===== src/rtl/tlp_split_pkg.sv =====
// Shared definitions for the TLP request splitter.
//   split_state_t : sequencer state (IDLE -> CALC -> ISSUE)
//   DW_BYTES      : bytes per doubleword
//   PAGE_BYTES    : largest request size and 4KB page size
//   be_lo_mask    : byte enables from a byte offset up to the top of a DW
//   be_hi_mask    : byte enables from the bottom of a DW up to a byte offset
package tlp_split_pkg;

    typedef enum logic [1:0] {
        ST_IDLE  = 2'd0,
        ST_CALC  = 2'd1,
        ST_ISSUE = 2'd2
    } split_state_t;

    localparam int DW_BYTES   = 4;
    localparam int PAGE_BYTES = 4096;

    // Bytes off..3 of a DW enabled.
    function automatic logic [3:0] be_lo_mask(input logic [1:0] off);
        return 4'hF << off;
    endfunction

    // Bytes 0..last_off of a DW enabled.
    function automatic logic [3:0] be_hi_mask(input logic [1:0] last_off);
        return 4'hF >> (2'd3 - last_off);
    endfunction

endpackage


===== src/rtl/tlp_be_calc.sv =====
// Combinational descriptor field generator.
//   off      in  2   byte offset of the chunk start within its DW
//   chunk    in  13  chunk size in bytes (0..4096)
//   length   out 10  length in DW (1024 encoded as 0)
//   first_be out 4   First DW BE
//   last_be  out 4   Last DW BE (0000 for single-DW TLPs)
module tlp_be_calc
    import tlp_split_pkg::*;
(
    input  logic [1:0]  off,
    input  logic [12:0] chunk,
    output logic [9:0]  length,
    output logic [3:0]  first_be,
    output logic [3:0]  last_be
);

    logic [13:0] span;
    logic [13:0] dw_count;
    logic [1:0]  last_off;

    assign span     = {12'd0, off} + {1'b0, chunk};
    assign dw_count = (span + 14'd3) >> 2;
    // Offset of the last valid byte inside the last DW.
    assign last_off = span[1:0] - 2'd1;

    always_comb begin
        length   = 10'(dw_count);
        first_be = be_lo_mask(off);
        last_be  = be_hi_mask(last_off);
        if (chunk == 13'd0) begin
            // Zero-length transfer: one DW with no bytes enabled.
            length   = 10'd1;
            first_be = 4'b0000;
            last_be  = 4'b0000;
        end else if (dw_count == 14'd1) begin
            first_be = be_lo_mask(off) & be_hi_mask(last_off);
            last_be  = 4'b0000;
        end
    end

endmodule


===== src/rtl/tlp_request_splitter.sv =====
// Splits one byte-granular memory request into DW-aligned TLP descriptors,
// never crossing a MAX_PAYLOAD_BYTES (write) / MAX_READ_BYTES (read) aligned
// boundary, and therefore never crossing a 4KB page.
//   clk, rst_n           clock, asynchronous active-low reset
//   req_valid/req_ready  request handshake (req_addr, req_bytes, req_is_write)
//   req_err              one-cycle pulse when a request of >4096 bytes is dropped
//   tlp_valid/tlp_ready  descriptor handshake
//   tlp_addr, tlp_length, tlp_first_be, tlp_last_be, tlp_is_write, tlp_last
//   busy                 sequencer not idle
module tlp_request_splitter
    import tlp_split_pkg::*;
#(
    parameter int MAX_PAYLOAD_BYTES = 256,
    parameter int MAX_READ_BYTES    = 512,
    parameter int ADDR_W            = 64
) (
    input  logic              clk,
    input  logic              rst_n,
    input  logic              req_valid,
    output logic              req_ready,
    input  logic [ADDR_W-1:0] req_addr,
    input  logic [12:0]       req_bytes,
    input  logic              req_is_write,
    output logic              req_err,
    output logic              tlp_valid,
    input  logic              tlp_ready,
    output logic [ADDR_W-1:0] tlp_addr,
    output logic [9:0]        tlp_length,
    output logic [3:0]        tlp_first_be,
    output logic [3:0]        tlp_last_be,
    output logic              tlp_is_write,
    output logic              tlp_last,
    output logic              busy
);

    localparam logic [12:0] WR_SZ    = 13'(MAX_PAYLOAD_BYTES);
    localparam logic [12:0] RD_SZ    = 13'(MAX_READ_BYTES);
    localparam logic [12:0] MAX_REQ  = 13'(PAGE_BYTES);

    split_state_t      state_reg, state_next;
    logic [ADDR_W-1:0] cur_addr_reg;
    logic [12:0]       rem_bytes_reg;
    logic [12:0]       chunk_reg;
    logic              is_write_reg;

    logic [ADDR_W-1:0] tlp_addr_reg;
    logic [9:0]        tlp_length_reg;
    logic [3:0]        tlp_first_be_reg;
    logic [3:0]        tlp_last_be_reg;
    logic              tlp_is_write_reg;
    logic              tlp_last_reg;
    logic              req_err_reg;

    logic        req_accept;
    logic        req_oversize;
    logic [12:0] split_sz;
    logic [12:0] addr_off;
    logic [12:0] cap_bytes;
    logic [12:0] chunk;
    logic [9:0]  calc_length;
    logic [3:0]  calc_first_be;
    logic [3:0]  calc_last_be;

    assign req_ready    = (state_reg == ST_IDLE);
    assign busy         = (state_reg != ST_IDLE);
    // Derived straight from the state so an asynchronous reset drops it at once.
    assign tlp_valid    = (state_reg == ST_ISSUE);
    assign req_accept   = req_valid && req_ready;
    assign req_oversize = (req_bytes > MAX_REQ);

    // Bytes left before the next split-size aligned boundary.
    assign split_sz  = is_write_reg ? WR_SZ : RD_SZ;
    assign addr_off  = cur_addr_reg[12:0] & (split_sz - 13'd1);
    assign cap_bytes = split_sz - addr_off;
    assign chunk     = (rem_bytes_reg < cap_bytes) ? rem_bytes_reg : cap_bytes;

    tlp_be_calc u_be_calc (
        .off      (cur_addr_reg[1:0]),
        .chunk    (chunk),
        .length   (calc_length),
        .first_be (calc_first_be),
        .last_be  (calc_last_be)
    );

    always_comb begin
        state_next = state_reg;
        unique case (state_reg)
            ST_IDLE: begin
                if (req_accept && !req_oversize) begin
                    state_next = ST_CALC;
                end
            end
            ST_CALC: begin
                state_next = ST_ISSUE;
            end
            ST_ISSUE: begin
                if (tlp_ready) begin
                    state_next = tlp_last_reg ? ST_IDLE : ST_CALC;
                end
            end
            default: begin
                state_next = ST_IDLE;
            end
        endcase
    end

    always_ff @(posedge clk or negedge rst_n) begin
        if (!rst_n) begin
            state_reg        <= ST_IDLE;
            cur_addr_reg     <= '0;
            rem_bytes_reg    <= '0;
            chunk_reg        <= '0;
            is_write_reg     <= 1'b0;
            tlp_addr_reg     <= '0;
            tlp_length_reg   <= '0;
            tlp_first_be_reg <= '0;
            tlp_last_be_reg  <= '0;
            tlp_is_write_reg <= 1'b0;
            tlp_last_reg     <= 1'b0;
            req_err_reg      <= 1'b0;
        end else begin
            state_reg   <= state_next;
            req_err_reg <= req_accept && req_oversize;

            if (req_accept && !req_oversize) begin
                cur_addr_reg  <= req_addr;
                rem_bytes_reg <= req_bytes;
                is_write_reg  <= req_is_write;
            end

            if (state_reg == ST_CALC) begin
                chunk_reg        <= chunk;
                tlp_addr_reg     <= {cur_addr_reg[ADDR_W-1:2], 2'b00};
                tlp_length_reg   <= calc_length;
                tlp_first_be_reg <= calc_first_be;
                tlp_last_be_reg  <= calc_last_be;
                tlp_is_write_reg <= is_write_reg;
                tlp_last_reg     <= (chunk == rem_bytes_reg);
            end

            if (state_reg == ST_ISSUE && tlp_ready) begin
                cur_addr_reg  <= cur_addr_reg + ADDR_W'(chunk_reg);
                rem_bytes_reg <= rem_bytes_reg - chunk_reg;
            end
        end
    end

    assign req_err      = req_err_reg;
    assign tlp_addr     = tlp_addr_reg;
    assign tlp_length   = tlp_length_reg;
    assign tlp_first_be = tlp_first_be_reg;
    assign tlp_last_be  = tlp_last_be_reg;
    assign tlp_is_write = tlp_is_write_reg;
    assign tlp_last     = tlp_last_reg;

endmodule

===== config.mk =====
export PLATFORM = sky130hd
export DESIGN_NAME = tlp_request_splitter
export DESIGN_NICKNAME = d
export VERILOG_FILES = /design/src/rtl/tlp_split_pkg.sv /design/src/rtl/tlp_be_calc.sv /design/src/rtl/tlp_request_splitter.sv
export SDC_FILE = /design/constraint.sdc
export NUM_CORES = 1
export LEC_CHECK = 0
export CAP_MARGIN = 15
export CORE_UTILIZATION = 55
export CTS_CLUSTER_DIAMETER = 40
export CTS_CLUSTER_SIZE = 10
export DETAILED_ROUTE_END_ITERATION = 16
export GPL_TIMING_DRIVEN = 1
export PLACE_DENSITY = 0.84
export RECOVER_POWER = 25
export SLEW_MARGIN = 10
export SYNTH_ARGS = -nofsm -noshare
export SYNTH_HDL_FRONTEND = slang
export SYNTH_SLANG_ARGS = --single-unit

===== constraint.sdc =====
create_clock -name clk -period 8.8 [get_ports clk]
set_input_delay 1.32 -clock clk [delete_from_list [all_inputs] [get_ports clk]]
set_output_delay 1.32 -clock clk [all_outputs]
set_load 0.01 [all_outputs]

==> impl_metrics.py <==
metrics = {
    "status": {
        "run_status": "finished, violations left",
        "violations": "capacitance limit, slew limit",
    },
    "route": {
        "antenna_left": 0,
        "drcViolationCount": 0,
        "drt-wirelength-per-cell_um": 20.10,
        "drt_iter0_drc": 1069,
        "viasPerCell": 6.333,
        "wl_mm": 34.86,
        "dr.pass1.iters": 7,
        "vias": 10981,
    },
    "timing": {
        "finalCriticalPeriod_ns": 7.701,
        "maxSlewViolCount": 214,
        "finalClockSkew_ns": 0.01680,
        "tightest_slew_ns": 5.820,
        "rsz0062_at_grt": "false",
        "fin_crit_sh": 0.8751,
        "finalSetupTns_ns": 0,
        "finalSetupViolCount": 0,
        "relSlewSlack": -2.880,
        "timing_hold_violations_final": 0,
        "fmax_ghz": 0.1299,
        "holdWs_ns": 0.4786,
    },
    "yosys": {
        "ys_dominant_reg_cell": "dfrtp_1",
        "synth-seq-cells": 176,
        "yosysTopAreaCell": "dfrtp_1",
        "netlist_instances": 1331,
        "async_flop_share": 1.000,
        "yosys-top-cells-count": "285 x nand2_1, 176 x dfrtp_1, 90 x nor2_1",
        "avgSynthCellArea_um2": 8.393,
        "synth.most_common_cell": "nand2_1",
        "ys_types": 89,
        "netlist_area_mm2": 0.01117,
        "synth_warnings": 0,
        "synth_area_leaders": "dfrtp_1 39%, nand2_1 9.6%, ha_1 4.7%",
        "ys_seq_area_frac": 0.3943,
        "synth_edf_count": 0,
        "yosysTopAreaCellShare": 0.3943,
    },
    "layout": {
        "drive_above_1_share": 0.06739,
        "stdcell_area_mm2": 0.01359,
        "largest_register_ffs": 64,
        "fin_util": 0.6915,
        "areaGrowthSynthToFinish_pct": 21.66,
        "diodes": 0,
        "nets": 1583,
    },
    "worst_setup_path": {
        "r2r_cells": 29,
        "crit_type": "flip-flop to flip-flop",
        "slowest_delay_ns": 0.63,
        "required_ns": 9.10,
        "worst_path_max_delay_cell": "fa_1",
        "r2r_setup_slack_ns": 1.10,
        "critPathLaunchType": "flip-flop",
        "rr_startpoint": "cur_addr_reg[1]$_DFFE_PN0P_",
        "critPathCaptureType": "flip-flop",
        "crit_fanout": 19,
        "critPathArrivalTime_ns": 8.00,
        "reg2reg_to": "tlp_last_be[1]$_DFFE_PN0N_",
    },
    "worst_hold_path": {
        "hold_class": "flip-flop to flip-flop",
        "min_to": "tlp_addr[18]$_DFFE_PN0N_",
        "worstHoldStart": "tlp_addr[18]$_DFFE_PN0N_",
        "min_path_cells": 2,
    },
    "floorplanning": {
        "io_pins": 170,
        "die_h_um": 144.5,
        "core_area_mm2": 0.01965,
        "dieArea_mm2": 0.02088,
        "die_w_um": 144.5,
        "initial_core_util": 0.5684,
        "rows": 51,
    },
    "clock_network": {
        "cts_resized": 0,
        "htree_levels": 4,
        "cts-root-buf": "clkbuf_16",
        "clock_sinks": 176,
        "post_cts_buffers": 0,
        "tritoncts": "yes",
        "clk_latency_ns": 0.44,
        "ctsHoldBuffers": 0,
        "clock_path_buffers": 2,
        "clk_pin_slew_ns": 0.08,
        "cts-buffers-inserted": 17,
    },
    "power": {
        "total_power_mw": 5.890,
        "pwr-share-seq": 0.283,
        "share_comb_of_total_power": 0.587,
        "switching_share": 0.4775,
        "clkPwrFrac": 0.130,
        "p_switching_mw": 2.812,
        "powerDensity_mw_per_mm2": 433.4,
        "internal_power_mw": 3.077,
        "ir_drop_v": 0.0001829,
        "p_leak_nw": 5.803,
    },
    "grt": {
        "grt_max_degree": 108,
        "antenna_found_initial": 0,
        "grt_first_pass_wirelength_mm": 55.69,
        "overflow": 0,
        "grt_pass1_vias": 10543,
        "track_usage": 0.3462,
    },
    "placed_design": {
        "gp_congestion": 0.9178,
        "place_hpwl_mm": 24.21,
        "placed_cell_area_mm2": 0.01301,
        "port_buffers": 167,
    },
    "job": {
        "maxCapViolations": 2,
    },
}
-- through the flow --
stage               setup WS [ns]  instances
CTS                         1.169       1734
global placement            1.389       1702
detailed placement          1.220       1702
global route               0.5758       1734
floorplan                   1.866       1334
finish                      1.099       1734
-- area by class of cell --
type                       count  area (µm²)
sequential                   176        4404
tap                          265       331.6
multi-input combinational   1030        6296
clock buffer                  17       425.4
fill                        1617        6063
timing repair buffer         182        1778
clock inverter                15       171.4
inverter                      49       183.9
-- cell families (layout without fill, tap and decap cells) --
kind of cell	count (synthesis)	count (layout)	share of synthesized area
xor gates and xnor gates	53	53	0.04402
other	2	5	0.0006723
buffers and inverters	128	263	0.04626
adders and majority gates	45	45	0.05242
muxes	6	6	0.006496
DFF	176	176	0.3943
AOI/OAI and AO/OA	322	322	0.2042
and+or+nand+nor	599	599	0.2517
-- power groups by stage --
stage	registers, mW	clock network (mW)	logic [mW]
after floorplan	1.55	0	2.33
after global placement	1.65	0	3.30
after detailed placement	1.66	0	3.38
after CTS	1.65	0.772	3.41
after global routing	1.72	0.805	3.80
final	1.67	0.764	3.46
-- routing by layer --
metal / share of wire / global-route usage
met1: 0.42 / 0.4585
met2: 0.47 / 0.5587
met3: 0.078 / 0.06523
met4: 0.030 / 0.1374
met5: 0 / 0
-- worst max-delay path by stage --
| stage | endpoint | cells past startpoint | from |
|---|---|---|---|
| 2_1_floorplan | tlp_first_be[1]$_DFFE_PN0N_ | 29 | cur_addr_reg[1]$_DFFE_PN0P_ |
| 5_1_grt | tlp_last_be[1]$_DFFE_PN0N_ | 28 | cur_addr_reg[1]$_DFFE_PN0P_ |
| 3_3_place_gp | tlp_first_be[1]$_DFFE_PN0N_ | 29 | cur_addr_reg[1]$_DFFE_PN0P_ |
| 6_report | tlp_last_be[1]$_DFFE_PN0N_ | 29 | cur_addr_reg[1]$_DFFE_PN0P_ |
| 3_5_place_dp | tlp_last_be[1]$_DFFE_PN0N_ | 28 | cur_addr_reg[1]$_DFFE_PN0P_ |
| 4_1_cts | tlp_last_be[1]$_DFFE_PN0N_ | 28 | cur_addr_reg[1]$_DFFE_PN0P_ |
-- critical path: cells and delay by family (launching register included) --
| family | cells | cell delay (ns) |
|---|---|---|
| AO/OA/AOI/OAI | 10 | 1.97 |
| XOR/XNOR | 1 | 0.29 |
| adder cells (fa/ha/maj) | 4 | 1.52 |
| buffers and inverters | 4 | 0.67 |
| flip-flops | 1 | 0.59 |
| AND/OR/NAND/NOR | 10 | 2.48 |
-- cell usage in the layout, fill, tap and decap left out, types with 8 or more instances in the layout --
| cell type | count |
|---|---|
| a311oi_1 | 10 |
| nor2b_1 | 8 |
| clkbuf_16 | 17 |
| a21oi_1 | 57 |
| a31oi_1 | 11 |
| ha_1 | 42 |
| nand2_1 | 284 |
| xnor2_1 | 35 |
| o21a_1 | 10 |
| o31ai_2 | 8 |
| o221a_2 | 11 |
| o21ai_0 | 68 |
| nor3_1 | 38 |
| xor2_1 | 16 |
| and3_1 | 22 |
| a21o_1 | 10 |
| dfrtp_1 | 176 |
| a22oi_1 | 11 |
| and2_1 | 10 |
| a21boi_0 | 8 |
| nor4_1 | 15 |
| buf_4 | 15 |
| o211ai_1 | 8 |
| clkdlybuf4s50_1 | 166 |
| nand3_1 | 47 |
| nor2_1 | 89 |
| a211oi_1 | 17 |
| inv_1 | 48 |
| o22ai_1 | 17 |
| nand4_1 | 28 |
(Power assumes the default switching activity.)
